File: src/rtl/pc_seq_pkg.sv
// Shared types and defaults for the PC sequencer: FSM state encoding and immediate widths.
package pc_seq_pkg;

  localparam int BR_IMM_W_DEF  = 6;
  localparam int JMP_IMM_W_DEF = 12;
  localparam int FLUSH_CNT_W   = 3;

  typedef enum logic [2:0] {
    ST_IDLE  = 3'd0,
    ST_RUN   = 3'd1,
    ST_WAIT  = 3'd2,
    ST_FLUSH = 3'd3,
    ST_HALT  = 3'd4
  } state_e;

endpackage

File: src/rtl/pc_seq_if.sv
// Decode/fetch-side inputs and program-counter control outputs of the PC sequencer.
interface pc_seq_if #(
  parameter int BR_IMM_W  = pc_seq_pkg::BR_IMM_W_DEF,
  parameter int JMP_IMM_W = pc_seq_pkg::JMP_IMM_W_DEF
);

  logic                 run_pi;
  logic                 imem_ready_pi;
  logic                 stall_pi;
  logic                 br_valid_pi;
  logic                 br_cond_pi;
  logic [BR_IMM_W-1:0]  br_imm_pi;
  logic                 jmp_valid_pi;
  logic [JMP_IMM_W-1:0] jmp_imm_pi;
  logic                 halt_pi;

  logic                 pc_clk_en_po;
  logic                 pc_reset_po;
  logic                 branch_taken_po;
  logic [BR_IMM_W-1:0]  branch_immediate_po;
  logic                 jump_taken_po;
  logic [JMP_IMM_W-1:0] jump_immediate_po;
  logic                 flush_po;
  logic                 halted_po;
  logic [2:0]           state_po;

  modport slave (
    input  run_pi, imem_ready_pi, stall_pi, br_valid_pi, br_cond_pi, br_imm_pi,
           jmp_valid_pi, jmp_imm_pi, halt_pi,
    output pc_clk_en_po, pc_reset_po, branch_taken_po, branch_immediate_po,
           jump_taken_po, jump_immediate_po, flush_po, halted_po, state_po
  );

  modport master (
    output run_pi, imem_ready_pi, stall_pi, br_valid_pi, br_cond_pi, br_imm_pi,
           jmp_valid_pi, jmp_imm_pi, halt_pi,
    input  pc_clk_en_po, pc_reset_po, branch_taken_po, branch_immediate_po,
           jump_taken_po, jump_immediate_po, flush_po, halted_po, state_po
  );

endinterface

File: src/rtl/pc_redirect_buffer.sv
// One-entry holding register for a redirect that arrived while fetch could not take it.
module pc_redirect_buffer #(
  parameter int IMM_W = 12
) (
  input  logic             clk_pi,
  input  logic             reset_pi,
  input  logic             load_i,
  input  logic             clear_i,
  input  logic             is_branch_i,
  input  logic [IMM_W-1:0] imm_i,
  output logic             valid_o,
  output logic             is_branch_o,
  output logic [IMM_W-1:0] imm_o
);

  logic             valid_q;
  logic             is_branch_q;
  logic [IMM_W-1:0] imm_q;

  // NOTE: state registers use non-blocking assignments so every flop samples pre-edge values.
  always_ff @(posedge clk_pi) begin
    if (reset_pi || (clear_i && !load_i)) begin
      valid_q     <= 1'b0;
      is_branch_q <= 1'b0;
      imm_q       <= '0;
    end else if (load_i) begin
      valid_q     <= 1'b1;
      is_branch_q <= is_branch_i;
      imm_q       <= imm_i;
    end
  end

  assign valid_o     = valid_q;
  assign is_branch_o = is_branch_q;
  assign imm_o       = imm_q;

endmodule

File: src/rtl/pc_sequencer.sv
// Drives the program counter's enable, reset and redirect inputs from decode and fetch status.
module pc_sequencer
  import pc_seq_pkg::*;
#(
  parameter int BR_IMM_W     = BR_IMM_W_DEF,
  parameter int JMP_IMM_W    = JMP_IMM_W_DEF,
  parameter int FLUSH_CYCLES = 1
) (
  input  logic     clk_pi,
  input  logic     reset_pi,
  pc_seq_if.slave  bus
);

  localparam logic [FLUSH_CNT_W-1:0] FLUSH_LOAD = FLUSH_CNT_W'(FLUSH_CYCLES - 1);

  state_e                 state_q, state_d;
  logic [FLUSH_CNT_W-1:0] flush_cnt_q, flush_cnt_d;

  logic                 go, br_hit, redirect;
  logic                 pend_load, pend_clear, pend_valid, pend_is_branch;
  logic [JMP_IMM_W-1:0] pend_imm, capture_imm;

  logic                 clk_en, br_taken, jmp_taken, flush, halted;
  logic [BR_IMM_W-1:0]  br_imm;
  logic [JMP_IMM_W-1:0] jmp_imm;

  assign go       = bus.imem_ready_pi & ~bus.stall_pi;
  assign br_hit   = bus.br_valid_pi & bus.br_cond_pi;
  assign redirect = br_hit | bus.jmp_valid_pi;

  // Branch offsets share the jump-width slot, zero-padded; only the low bits are replayed.
  assign capture_imm = br_hit ? {{(JMP_IMM_W-BR_IMM_W){1'b0}}, bus.br_imm_pi} : bus.jmp_imm_pi;

  pc_redirect_buffer #(.IMM_W(JMP_IMM_W)) u_pending (
    .clk_pi      (clk_pi),
    .reset_pi    (reset_pi),
    .load_i      (pend_load),
    .clear_i     (pend_clear),
    .is_branch_i (br_hit),
    .imm_i       (capture_imm),
    .valid_o     (pend_valid),
    .is_branch_o (pend_is_branch),
    .imm_o       (pend_imm)
  );

  always_ff @(posedge clk_pi) begin
    if (reset_pi) begin
      state_q     <= ST_IDLE;
      flush_cnt_q <= '0;
    end else begin
      state_q     <= state_d;
      flush_cnt_q <= flush_cnt_d;
    end
  end

  // NOTE: every always_comb target gets a default first, so no path can infer a latch.
  always_comb begin
    state_d     = state_q;
    flush_cnt_d = flush_cnt_q;
    clk_en      = 1'b0;
    br_taken    = 1'b0;
    br_imm      = '0;
    jmp_taken   = 1'b0;
    jmp_imm     = '0;
    flush       = 1'b0;
    halted      = 1'b0;
    pend_load   = 1'b0;
    pend_clear  = 1'b0;

    unique case (state_q)
      ST_IDLE: if (bus.run_pi) state_d = ST_RUN;
      ST_RUN: begin
        if (bus.halt_pi) begin
          state_d = ST_HALT;
        end else if (redirect && go) begin
          clk_en      = 1'b1;
          br_taken    = br_hit;
          br_imm      = br_hit ? bus.br_imm_pi : '0;
          jmp_taken   = ~br_hit;
          jmp_imm     = br_hit ? '0 : bus.jmp_imm_pi;
          state_d     = ST_FLUSH;
          flush_cnt_d = FLUSH_LOAD;
        end else if (redirect) begin
          pend_load = 1'b1;
          state_d   = ST_WAIT;
        end else begin
          clk_en = go;
        end
      end
      ST_WAIT: begin
        if (go && pend_valid) begin
          clk_en      = 1'b1;
          br_taken    = pend_is_branch;
          br_imm      = pend_is_branch ? pend_imm[BR_IMM_W-1:0] : '0;
          jmp_taken   = ~pend_is_branch;
          jmp_imm     = pend_is_branch ? '0 : pend_imm;
          pend_clear  = 1'b1;
          state_d     = ST_FLUSH;
          flush_cnt_d = FLUSH_LOAD;
        end
      end
      ST_FLUSH: begin
        flush  = 1'b1;
        clk_en = bus.imem_ready_pi;
        if (flush_cnt_q != '0)      flush_cnt_d = flush_cnt_q - 1'b1;
        else if (bus.imem_ready_pi) state_d     = ST_RUN;
      end
      ST_HALT: halted = 1'b1;
      default: state_d = ST_IDLE;
    endcase
  end

  assign bus.pc_clk_en_po        = clk_en;
  assign bus.pc_reset_po         = reset_pi | (state_q == ST_IDLE);
  assign bus.branch_taken_po     = br_taken;
  assign bus.branch_immediate_po = br_imm;
  assign bus.jump_taken_po       = jmp_taken;
  assign bus.jump_immediate_po   = jmp_imm;
  assign bus.flush_po            = flush;
  assign bus.halted_po           = halted;
  assign bus.state_po            = state_q;

endmodule

File: src/flat_wrapper.sv
// flat-port wrapper written by rule: the top's interface ports become plain ports
module pc_sequencer_flat import pc_seq_pkg::*;
#(
  parameter int BR_IMM_W     = BR_IMM_W_DEF,
  parameter int JMP_IMM_W    = JMP_IMM_W_DEF,
  parameter int FLUSH_CYCLES = 1
)
  (clk_pi, reset_pi, bus_run_pi, bus_imem_ready_pi, bus_stall_pi, bus_br_valid_pi, bus_br_cond_pi, bus_br_imm_pi, bus_jmp_valid_pi, bus_jmp_imm_pi, bus_halt_pi, bus_pc_clk_en_po, bus_pc_reset_po, bus_branch_taken_po, bus_branch_immediate_po, bus_jump_taken_po, bus_jump_immediate_po, bus_flush_po, bus_halted_po, bus_state_po);
  pc_seq_if #(.BR_IMM_W(BR_IMM_W), .JMP_IMM_W(JMP_IMM_W)) bus_i ();
  input  logic clk_pi;
  input  logic reset_pi;
  input wire logic [$bits(bus_i.run_pi)-1:0] bus_run_pi;
  input wire logic [$bits(bus_i.imem_ready_pi)-1:0] bus_imem_ready_pi;
  input wire logic [$bits(bus_i.stall_pi)-1:0] bus_stall_pi;
  input wire logic [$bits(bus_i.br_valid_pi)-1:0] bus_br_valid_pi;
  input wire logic [$bits(bus_i.br_cond_pi)-1:0] bus_br_cond_pi;
  input wire logic [$bits(bus_i.br_imm_pi)-1:0] bus_br_imm_pi;
  input wire logic [$bits(bus_i.jmp_valid_pi)-1:0] bus_jmp_valid_pi;
  input wire logic [$bits(bus_i.jmp_imm_pi)-1:0] bus_jmp_imm_pi;
  input wire logic [$bits(bus_i.halt_pi)-1:0] bus_halt_pi;
  output wire logic [$bits(bus_i.pc_clk_en_po)-1:0] bus_pc_clk_en_po;
  output wire logic [$bits(bus_i.pc_reset_po)-1:0] bus_pc_reset_po;
  output wire logic [$bits(bus_i.branch_taken_po)-1:0] bus_branch_taken_po;
  output wire logic [$bits(bus_i.branch_immediate_po)-1:0] bus_branch_immediate_po;
  output wire logic [$bits(bus_i.jump_taken_po)-1:0] bus_jump_taken_po;
  output wire logic [$bits(bus_i.jump_immediate_po)-1:0] bus_jump_immediate_po;
  output wire logic [$bits(bus_i.flush_po)-1:0] bus_flush_po;
  output wire logic [$bits(bus_i.halted_po)-1:0] bus_halted_po;
  output wire logic [$bits(bus_i.state_po)-1:0] bus_state_po;
  assign bus_i.run_pi = bus_run_pi;
  assign bus_i.imem_ready_pi = bus_imem_ready_pi;
  assign bus_i.stall_pi = bus_stall_pi;
  assign bus_i.br_valid_pi = bus_br_valid_pi;
  assign bus_i.br_cond_pi = bus_br_cond_pi;
  assign bus_i.br_imm_pi = bus_br_imm_pi;
  assign bus_i.jmp_valid_pi = bus_jmp_valid_pi;
  assign bus_i.jmp_imm_pi = bus_jmp_imm_pi;
  assign bus_i.halt_pi = bus_halt_pi;
  assign bus_pc_clk_en_po = bus_i.pc_clk_en_po;
  assign bus_pc_reset_po = bus_i.pc_reset_po;
  assign bus_branch_taken_po = bus_i.branch_taken_po;
  assign bus_branch_immediate_po = bus_i.branch_immediate_po;
  assign bus_jump_taken_po = bus_i.jump_taken_po;
  assign bus_jump_immediate_po = bus_i.jump_immediate_po;
  assign bus_flush_po = bus_i.flush_po;
  assign bus_halted_po = bus_i.halted_po;
  assign bus_state_po = bus_i.state_po;
  pc_sequencer #(.BR_IMM_W(BR_IMM_W), .JMP_IMM_W(JMP_IMM_W), .FLUSH_CYCLES(FLUSH_CYCLES)) u_core (.clk_pi(clk_pi), .reset_pi(reset_pi), .bus(bus_i));
endmodule
File: config.mk
export PLATFORM = sky130hd
export DESIGN_NAME = pc_sequencer_flat
export DESIGN_NICKNAME = d
export VERILOG_FILES = /design/src/rtl/pc_seq_pkg.sv /design/src/rtl/pc_seq_if.sv /design/src/rtl/pc_redirect_buffer.sv /design/src/rtl/pc_sequencer.sv /design/src/flat_wrapper.sv
export SDC_FILE = /design/constraint.sdc
export NUM_CORES = 1
export LEC_CHECK = 0
export ABC_AREA = 1
export BUFFER_PORTS_ARGS = -buffer_cell sky130_fd_sc_hd__clkbuf_2
export CORE_MARGIN = 3
export CORE_UTILIZATION = 35
export DETAILED_ROUTE_END_ITERATION = 12
export GPL_TIMING_DRIVEN = 0
export SYNTH_ARGS = -nofsm -noshare
export SYNTH_HDL_FRONTEND = slang
export SYNTH_SLANG_ARGS = --single-unit
File: constraint.sdc
create_clock -name clk_pi -period 3.4 [get_ports clk_pi]
set_input_delay 0 -clock clk_pi [delete_from_list [all_inputs] [get_ports clk_pi]]
set_output_delay 0 -clock clk_pi [all_outputs]
set_load 0.005 [all_outputs]
# Word level (Yosys, flattened, before mapping)
# Cells that the tools add are included.
[classes]
add_sub_neg = 1
n_eq_ne = 12
muxes = 46
bitwise = 8
n_reduce_logical = 10
[op_table]
columns = ["operator", "count"]
rows = [
  ["two-way mux 12 bit", 6],
  ["two-way mux 3 bit", 11],
  ["two-way mux 6 bit", 5],
  ["one-hot mux 12 bit (2 select lines)", 1],
  ["two-way mux 1 bit", 17],
  ["one-hot mux 3 bit (5 select lines)", 1],
  ["one-hot mux 6 bit (2 select lines)", 1],
  ["one-hot mux 3 bit (3 select lines)", 1],
  ["!= test 2 bit (second input constant)", 4],
  ["== test 3 x 2 -> 1 bit (second input constant)", 2],
  ["!= test 2 x 1 -> 1 bit (second input constant)", 3],
  ["AND reduction 6 bit", 1],
  ["nonzero test 3 bit", 2],
  ["AND reduction 5 bit", 1],
  ["!= test 4 x 2 -> 1 bit (second input constant)", 1],
  ["inverter 1 bit", 4],
  ["one-hot mux 1 bit (2 select lines)", 2],
  ["== test 3 x 1 -> 1 bit (second input constant)", 1],
  ["== test 3 bit (second input constant)", 1],
  ["logical AND 1 bit", 3],
  ["logical NOT 3 bit", 1],
  ["one-hot mux 1 bit (3 select lines)", 1],
  ["subtractor 3 x 1 -> 3 bit (second input constant)", 1],
  ["bitwise AND 1 bit", 2],
  ["other kinds (3)", 4],
]
[totals]
register_bits = 20
inputBits = 27
output_inout_bits = 27

# Logic depth before layout (Yosys ltp)
# Gate-level depths: netlist of run 1.
[depth]
word_depth = 9
ltp_mapped = 10
mapped_depth_nobuf = 10

# Cells and area by module
# Synthesis of run 1 repeated with hierarchy kept, for this count alone.
[hier_totals]
hier_cells = 263
area_unflattened_um2 = 1604.0
[modules_own_cells]
columns = ["module", "n_inst", "cells_per_inst", "area_each_um2"]
rows = [
  ["pc_sequencer", 1, 163, 950.9],
  ["pc_redirect_buffer", 1, 100, 653.1],
]

# Worst setup path after synthesis of run 1
# No wires, ideal clock.
[synth_timing]
path_type = "register to register"
start = "reg u_core.state_q[2], in the netlist u_core.bus.state_po[2]"
end = "reg u_core.u_pending.valid_q, in the netlist u_core.u_pending.valid_o"
arrival_ns = 1.129
required_time_ns = 3.288
setup_slack_ns = 2.158
stages_incl_launch_ff = 10
path_buffers = 1
synth_period_minus_slack_ns = 1.242
path_cell_list = "dfxtp_1 > inv_2 > nand2_1 > nor2_2 > inv_2 > nor2_4 > inv_2 > nand2_4 > buf_6 > nor2_1"
[synth_between]
elab_chain_cells = 5
word_cells_on_any_way = 7
classes_between = "2 x eq/ne; 2 x mux; 3 x reduce/logical"
[synth_rtl]
columns = ["element", "line", "source"]
rows = [
  ["start, declared", "pc_sequencer.sv:16", "state_e state_q, state_d;"],
  ["start signal, assigned", "pc_sequencer.sv:51", "state_q <= state_d;"],
  ["== test 3 x 1 -> 1 bit", "pc_sequencer.sv:70", "unique case (state_q)"],
  ["two-way mux 1 bit", "pc_sequencer.sv:70", ""],
  ["logical NOT 1 bit", "pc_redirect_buffer.sv:22", "if (reset_pi || (clear_i && !load_i)) begin"],
  ["logical AND 1 bit", "pc_redirect_buffer.sv:22", ""],
  ["logical OR 1 bit", "pc_redirect_buffer.sv:22", ""],
  ["end signal, assigned", "pc_redirect_buffer.sv:23", "valid_q <= 1'b0;"],
  ["end signal, assigned", "pc_redirect_buffer.sv:27", "valid_q <= 1'b1;"],
  ["end, declared", "pc_redirect_buffer.sv:16", "logic valid_q;"],
]
# Several ways; a longest one is shown, not always the timed one.
# A chain may end at the register's enable or synchronous reset.

# Final worst setup path of run 1
[layout_timing]
start = "reg u_core.state_q[1], in the netlist u_core.bus.state_po[1]"
end = "out bus_jump_immediate_po[6]"
[layout_between]
elab_chain_cells = 2
word_cells_on_any_way = 3
classes_between = "2 x eq/ne; 1 x mux"
[layout_rtl]
columns = ["element", "line", "source"]
rows = [
  ["== test 3 x 2 -> 1 bit or == test 3 x 1 -> 1 bit (tied branches)", "pc_sequencer.sv:70", ""],
  ["one-hot mux 12 bit (2 select lines) (*)", "pc_sequencer.sv:70", ""],
  ["end, declared", "flat_wrapper.sv:26", "output wire logic [$bits(bus_i.jump_immediate_po)-1:0] bus_jump_immediate_po;"],
]
# Every way passes the cells marked *; elsewhere a longest branch is shown, timed or not.

==> results of run 1 <==
-- path summary, 6_finish.rpt --
check,from,end,slack [ns],depth (start not counted)
setup / recovery,u_core.bus.state_po[1],bus_jump_immediate_po[6],1.59,7
hold / removal,bus_jmp_imm_pi[10],u_core.u_pending.imm_o[10],0.01,3
setup reg to reg,u_core.bus.state_po[1],u_core.u_pending.imm_o[2],1.97,8
hold reg to reg,u_core.flush_cnt_q[1],u_core.flush_cnt_q[1],0.46,2
-- sequential cells by signal, summed over array words and instances, names as in the netlist --
signal / flops
u_core.u_pending.imm_o: 12
u_core.bus.state_po: 3
u_core.flush_cnt_q: 3
u_core.u_pending.is_branch_o: 1
u_core.u_pending.valid_o: 1
-- tightest hold or removal path, delay by kind of cell --
| family | cells | cell delay [ns] |
|---|---|---|
| AO/OA/AOI/OAI | 1 | 0.05 |
| buffers and inverters | 1 | 0.09 |
| AND/OR/NAND/NOR | 1 | 0.09 |
-- per-layer routing --
| metal | vias to the layer above | part of all wire (%) | GRT usage (%) |
|---|---|---|---|
| met5 | - | 0 | 0 |
| met4 | 0 | 0.55 | 1.879 |
| met3 | 2 | 5.0 | 3.835 |
| met2 | 29 | 47 | 27.44 |
| met1 | 721 | 48 | 22.44 |
| li1 | 857 | - | - |
-- area by class of cell --
cell class	count	area share, %
multi-input cells	169	46.13
flip-flops and latches	20	21.18
repair buffers	58	16.68
inverters	31	6.221
plain buffers	8	3.706
well taps	48	3.177
clock buffers	4	2.912
-- layout by cell type (no fill, tap or decap), drive strengths merged --
master,netlist,final
o22ai,6,6
inv,29,29
a21oi,18,18
buf,8,8
o21ai,20,20
clkbuf,0,57
nand4,1,1
nand3,26,26
ha,2,2
clkinv,2,2
xnor2,1,1
nand3b,2,2
nor2,23,23
nor3,1,1
nand2,68,68
o211ai,1,1
dlygate4sd3,0,5
dfxtp,20,20
-- logic make-up after synthesis --
kind of cell	Yosys count	synth area share, %
XOR/XNOR	1	0.5999
AND/OR/NAND/NOR	121	39.50
buffers and inverters	39	12.85
adder cells (fa/ha/maj)	2	1.714
flip-flops	20	27.42
AO/OA/AOI/OAI	45	17.91
-- power breakdown --
| group | leakage (nW) | total (mW) | internal, mW | switching [mW] |
|---|---|---|---|---|
| clock network | 0.0288 | 0.184 | 0.103 | 0.0808 |
| logic | 0.721 | 0.376 | 0.146 | 0.231 |
| registers | 0.162 | 0.286 | 0.262 | 0.0232 |
==> impl_results.md, run 1 <==
- Status: complete, no violations
- Sequential area share after synthesis: 27.42%
- Final hold vios: 0
- Crit-path cells: inv_2 > nand3_4 > nor2_8 > nand3_1 > buf_6 > o21ai_0 > clkbuf_2
- CTS tree: yes
- CTS-repair resized insts: 0
- Number of library cell types mapped by synthesis: 28
- Startpoint Class: flip-flop
- Rows: 22
- VDD IR max: 0.3086 mV
- Syn-to-layout area delta: 29.48%
- Measured slew at the worst slew-check pin: 0.3612 ns
- Max-capacitance violation count: 0
- Quantity of hold-fixing buffers added after cts: 5
- Die area: 4983 sq um
- Initial DRC count: 68
- Clock sink count: 20
- Kind of end point of the critical path: output port
- Top cells by count, synth: 65 x nand2_1, 25 x inv_1, 24 x nand3_1
- Most frequent cell after synthesis: nand2_1
- Dpl cell area: 1785 sq um
- Num CTS Buffers: 3
- DR WL/cell: 11.76 microns
- Largest cells by area after synthesis: dfxtp_1 27%, nand2_1 17%, nand3_1 8.2%, o21ai_0 6.9%, inv_1 6.4%
- Hold Slack: 0.01188 ns
- Total power: 0.8456 mW
- Antenna cell count: 0
- Die H: 70.59 microns
- CP Buf/Inv Count: 3
- Max-slew headroom: 75.77%
- Reg clk slew, reported paths: 0.08 ns
- Clk buf depth: 2
- Clk Tree Root Cell: clkbuf_8
- Final Util: 49.41%
- Data required time of the critical path: 3.40 ns
- Overflow left after global routing: 0
- EDFF count, synth: 0
- Kind of critical path: reg2out
- Die X: 70.59 microns
- Vias per cell: 4.760
- Fin nets: 320
- IO Count: 54
- Total GRT Usage: 16.45%
- Placement Setup Slack: 1.860 ns
- Final setup TNS: 0 ns
- Post-CTS setup buffer count: 0
- CP max-delay cell: dfxtp_1
- Routability cong.: 0.7884
- Detailed Place HPWL: 3078 microns
- Core area: 3826 sq um
- IO buf count: 53
- Post-synthesis cell area: 1460 sq um
- Leakage: 0.9117 nW
- # H-tree levels: 1
- HP Class: in2reg
- Final ANT Viol Nets: 0
- Yosys warns: 0
- Seq cells post-synth: 20
- Synth top area share: 27.42%
- Placed cells: 329
- Final Non-Filler Cells: 338
- Pin count of the biggest net entering global routing: 12
- Synth area leader: dfxtp_1
- Vias in the first global route: 1543
- Mapped Nets: 257
- Residual DRC: 0
- # setup viols final: 0
- Ys async rst share: 0%
- WL final: 3976 microns
- RSZ-0062 raised after global routing: false
- Critical Path AT: 1.81 ns
- Multi-input logic area: 872.1 sq um
- CP Max Fanout: 10
- Fraction of layout cells with a size suffix above 1: 29.31%
- Final Max Slew Viols: 0
- FILL cells: 422
- CP max stage delay: 0.39 ns
- Cells after Synth: 228
- Final period utilization: 53.13%
- Initial antenna violation count: 0
- Total vias in the final route: 1609
- Pwr dens: 447.3 nW/um^2
- Final instance area: 1891 sq um
- Top FF cell, synth: dfxtp_1
- Final worst slack: 1.594 ns
- Skew final: 0.0009340 ns
- FMAX: 553.6 MHz
- First-pass GRT wire length: 6886 microns
- Initial Util: 38.16%
- Crit path max-delay family: buffers and inverters
- Min Tclk post-route: 1.806 ns
- Drt first pass iters: 4
- Register Area: 400.4 sq um
- Clk_lat worst skew: 0.26 ns
- Avg Inst Size Synth: 6.404 sq um
Note: power is estimated with default switching activity, not from simulation.
==> run 2, diff against run 1 <==
--- a/config.mk
+++ b/config.mk
@@ -5,7 +5,7 @@
 export SDC_FILE = /design/constraint.sdc
 export NUM_CORES = 1
 export LEC_CHECK = 0
-export ABC_AREA = 1
+export ABC_AREA = 0
 export BUFFER_PORTS_ARGS = -buffer_cell sky130_fd_sc_hd__clkbuf_2
 export CORE_MARGIN = 3
 export CORE_UTILIZATION = 35
==> constraint.sdc (replaced) <==
create_clock -name clk_pi -period 1.6 [get_ports clk_pi]
set_input_delay 0 -clock clk_pi [delete_from_list [all_inputs] [get_ports clk_pi]]
set_output_delay 0 -clock clk_pi [all_outputs]
set_load 0.005 [all_outputs]
==> impl_results.md, run 2 <==
- Clk_lat worst skew: 0.26 ns (about the same)
- Clk Tree Root Cell: clkbuf_8 (unchanged)
- Final Max Slew Viols: 0 (unchanged)
- Hold Crit Start: bus_jmp_imm_pi[4] (was bus_jmp_imm_pi[10])
- Top FF cell, synth: dfxtp_1 (unchanged)
- Die X: 66.95 microns (was 70.59 microns)
- Top cells by count, synth: 20 x dfxtp_1, 18 x nand2_1, 18 x nor2_1 (was 65 x nand2_1, 25 x inv_1, 24 x nand3_1)
- HP Class: in2reg (unchanged)
- FILL cells: 342 (was 422)
- Max-capacitance violation count: 0 (unchanged)
- Failing checks: setup timing
- EDFF count, synth: 0 (unchanged)
- Critical R2R Launch: u_core.bus.state_po[1] (unchanged)
- IO Count: 54 (unchanged)
- CTS tree: yes (unchanged)
- Final hold vios: 0 (unchanged)
- Status: finished with violations (was complete, no violations)
- Final Util: 61.26% (was 49.41%)
- DR WL/cell: 15.60 microns (was 11.76 microns)
- # H-tree levels: 1 (unchanged)
- Avg Inst Size Synth: 7.879 sq um (was 6.404 sq um)
- Total GRT Usage: 20.27% (was 16.45%)
- Fraction of layout cells with a size suffix above 1: 48.39% (was 29.31%)
- Critical Path AT: 1.81 ns (about the same)
- Fin nets: 278 (was 320)
- Kind of end point of the critical path: output port (unchanged)
- Sequential area share after synthesis: 30.80% (was 27.42%)
- Vias per cell: 5.599 (was 4.760)
- Yosys warns: 0 (unchanged)
- Largest cells by area after synthesis: dfxtp_1 31%, a32o_1 10%, nand3_1 5.8%, nand2_1 5.2%, nor2_1 5.2% (was dfxtp_1 27%, nand2_1 17%, nand3_1 8.2%, o21ai_0 6.9%, inv_1 6.4%)
- Skew final: 0.004449 ns (was 0.0009340 ns)
- Core area: 3468 sq um (was 3826 sq um)
- Kind of critical path: reg2out (unchanged)
- Detailed Place HPWL: 3016 microns (was 3078 microns)
- Synth area leader: dfxtp_1 (unchanged)
- Total power: 1.493 mW (was 0.8456 mW)
- Initial Util: 37.48% (was 38.16%)
- Rows: 21 (was 22)
- Clk buf depth: 2 (unchanged)
- Synth top area share: 30.80% (was 27.42%)
- Max-slew headroom: 48.36% (was 75.77%)
- Leakage: 0.8902 nW (was 0.9117 nW)
- IO buf count: 50 (was 53)
- RSZ-0062 raised after global routing: true (was false)
- Total vias in the final route: 1646 (was 1609)
- Num CTS Buffers: 3 (unchanged)
- Most frequent cell after synthesis: dfxtp_1 (was nand2_1)
- Residual DRC: 0 (unchanged)
- Antenna cell count: 0 (unchanged)
- Worst reg2reg setup slack: -0.16 ns (was 1.97 ns)
- Routability cong.: 0.8418 (was 0.7884)
- Data required time of the critical path: 1.60 ns (was 3.40 ns)
- Syn-to-layout area delta: 63.43% (was 29.48%)
- FMAX: 552.9 MHz
- Number of library cell types mapped by synthesis: 39 (was 28)
- Die H: 66.95 microns (was 70.59 microns)
- Mapped Nets: 194 (was 257)
- Pin count of the biggest net entering global routing: 12 (unchanged)
- Initial DRC count: 104 (was 68)
- Pwr dens: 702.5 nW/um^2 (was 447.3 nW/um^2)
- Worst setup path start: u_core.bus.state_po[1] (unchanged)
- Vias in the first global route: 1625 (was 1543)
- Die area: 4482 sq um (was 4983 sq um)
- Seq cells post-synth: 20 (unchanged)
- Reg clk slew, reported paths: 0.07 ns (was 0.08 ns)
- Min Tclk post-route: 1.808 ns
- Clock sink count: 20 (unchanged)
- First-pass GRT wire length: 7182 microns (was 6886 microns)
- Final worst slack: -0.2085 ns (was 1.594 ns)
- WL final: 4587 microns (was 3976 microns)
- Commonest non-fill, non-tap cell in the layout: clkbuf_2 (was nand2_1)
- Largest register FFs: 12 (unchanged)
- Overflow left after global routing: 0 (unchanged)
- Commonest cells after routing, fill and taps aside: 38 x clkbuf_2, 15 x dfxtp_1, 13 x buf_4, 13 x a32o_1, 13 x buf_2 (was 65 x nand2_1, 53 x clkbuf_2, 25 x inv_1)
- Final ANT Viol Nets: 0 (unchanged)
- Initial antenna violation count: 0 (unchanged)
- # setup viols final: 39 (was 0)
- Ys async rst share: 0% (unchanged)
- CP Max Fanout: 5 (was 10)
- VDD IR max: 0.3845 mV (was 0.3086 mV)
- Drt first pass iters: 4 (unchanged)
- Measured slew at the worst slew-check pin: 0.7694 ns (was 0.3612 ns)
- Final setup TNS: -5.355 ns (was 0 ns)
- Final period utilization: 113.0%
- Startpoint Class: flip-flop (unchanged)
- Post-synthesis cell area: 1300 sq um (was 1460 sq um)
- Cells after Synth: 165 (was 228)
-- run 2: changes by cell type after synthesis, moves of 9 or more --
cell / change
o21ai_0: -16
inv_1: -20
clkbuf_1: +9
nand3_1: -9
nand2_1: -47
a32o_1: +13
-- run 2: cells by family (layout without fill, tap and decap cells) --
kind of cell             count (synthesis)  count (layout)  share of synthesized area [%]
adder cells (fa/ha/maj)                  2               2                          1.925
buffers and inverters                   19             102                          7.122
AO/OA/AOI/OAI                           52              52                          31.57
AND/OR/NAND/NOR                         72              72                          28.59
flip-flops                              20              20                          30.80
-- run 2: timing repair --
item,4_1_cts,5_1_grt
hold buffers,11,0
pin swaps,18,17
cloned,1,1
endpoints found under the hold margin,11,0
buffers inserted,14,4
resized for setup,34,39
endpoints found under the setup margin,39,40
-- run 2: through the flow --
stage | instances | hold slack, ns | area, sq um | setup WS (ns)
2_1_floorplan | 165 | 0.1083 | 1318 | -0.1131
3_3_place_gp | 261 | 0.2487 | 1625 | -0.3977
3_5_place_dp | 261 | 0.2627 | 1625 | -0.3968
4_1_cts | 290 | 0.0008303 | 2006 | -0.1548
5_1_grt | 294 | 0.009710 | 2125 | -0.2681
6_report | 294 | 0.0008696 | 2125 | -0.2085
-- run 2: power breakdown --
group	switching (mW)	internal, mW
sequential	0.0397	0.537
combinational	0.264	0.258
clock	0.175	0.219
total	0.478	1.01
-- run 2: path summary, 6_finish.rpt --
kind                                 to  depth (start not counted)
max          bus_branch_immediate_po[5]                          7
min           u_core.u_pending.imm_o[4]                          3
max reg2reg   u_core.u_pending.imm_o[0]                          6
min reg2reg   u_core.u_pending.imm_o[8]                          2
-- run 2: worst max-delay path, stage by stage, from the launching register on --
cell,delay [ns]
dfxtp_2,0.34
buf_6,0.13
nor4b_4,0.30
nand2_2,0.16
buf_4,0.18
buf_6,0.10
a2bb2o_1,0.24
buf_2,0.11
-- run 2: layout make-up --
cell class | count | area [sq um] | area share (%)
Buffer | 12 | 86.33 | 4.064
Tap cell | 46 | 57.56 | 2.709
Inverter | 5 | 18.77 | 0.8834
Multi-Input combinational cell | 126 | 957.2 | 45.05
Sequential cell | 20 | 409.1 | 19.26
Timing Repair Buffer | 81 | 540.5 | 25.44
Clock buffer | 4 | 55.05 | 2.591
-- run 2: routing by layer --
metal | track usage, % | vias up | routed length [microns]
li1 | - | 795 | -
met1 | 24.29 | 777 | 1947
met2 | 37.87 | 65 | 2301
met3 | 1.855 | 9 | 259
met4 | 5.570 | 0 | 79
met5 | 0 | - | 0
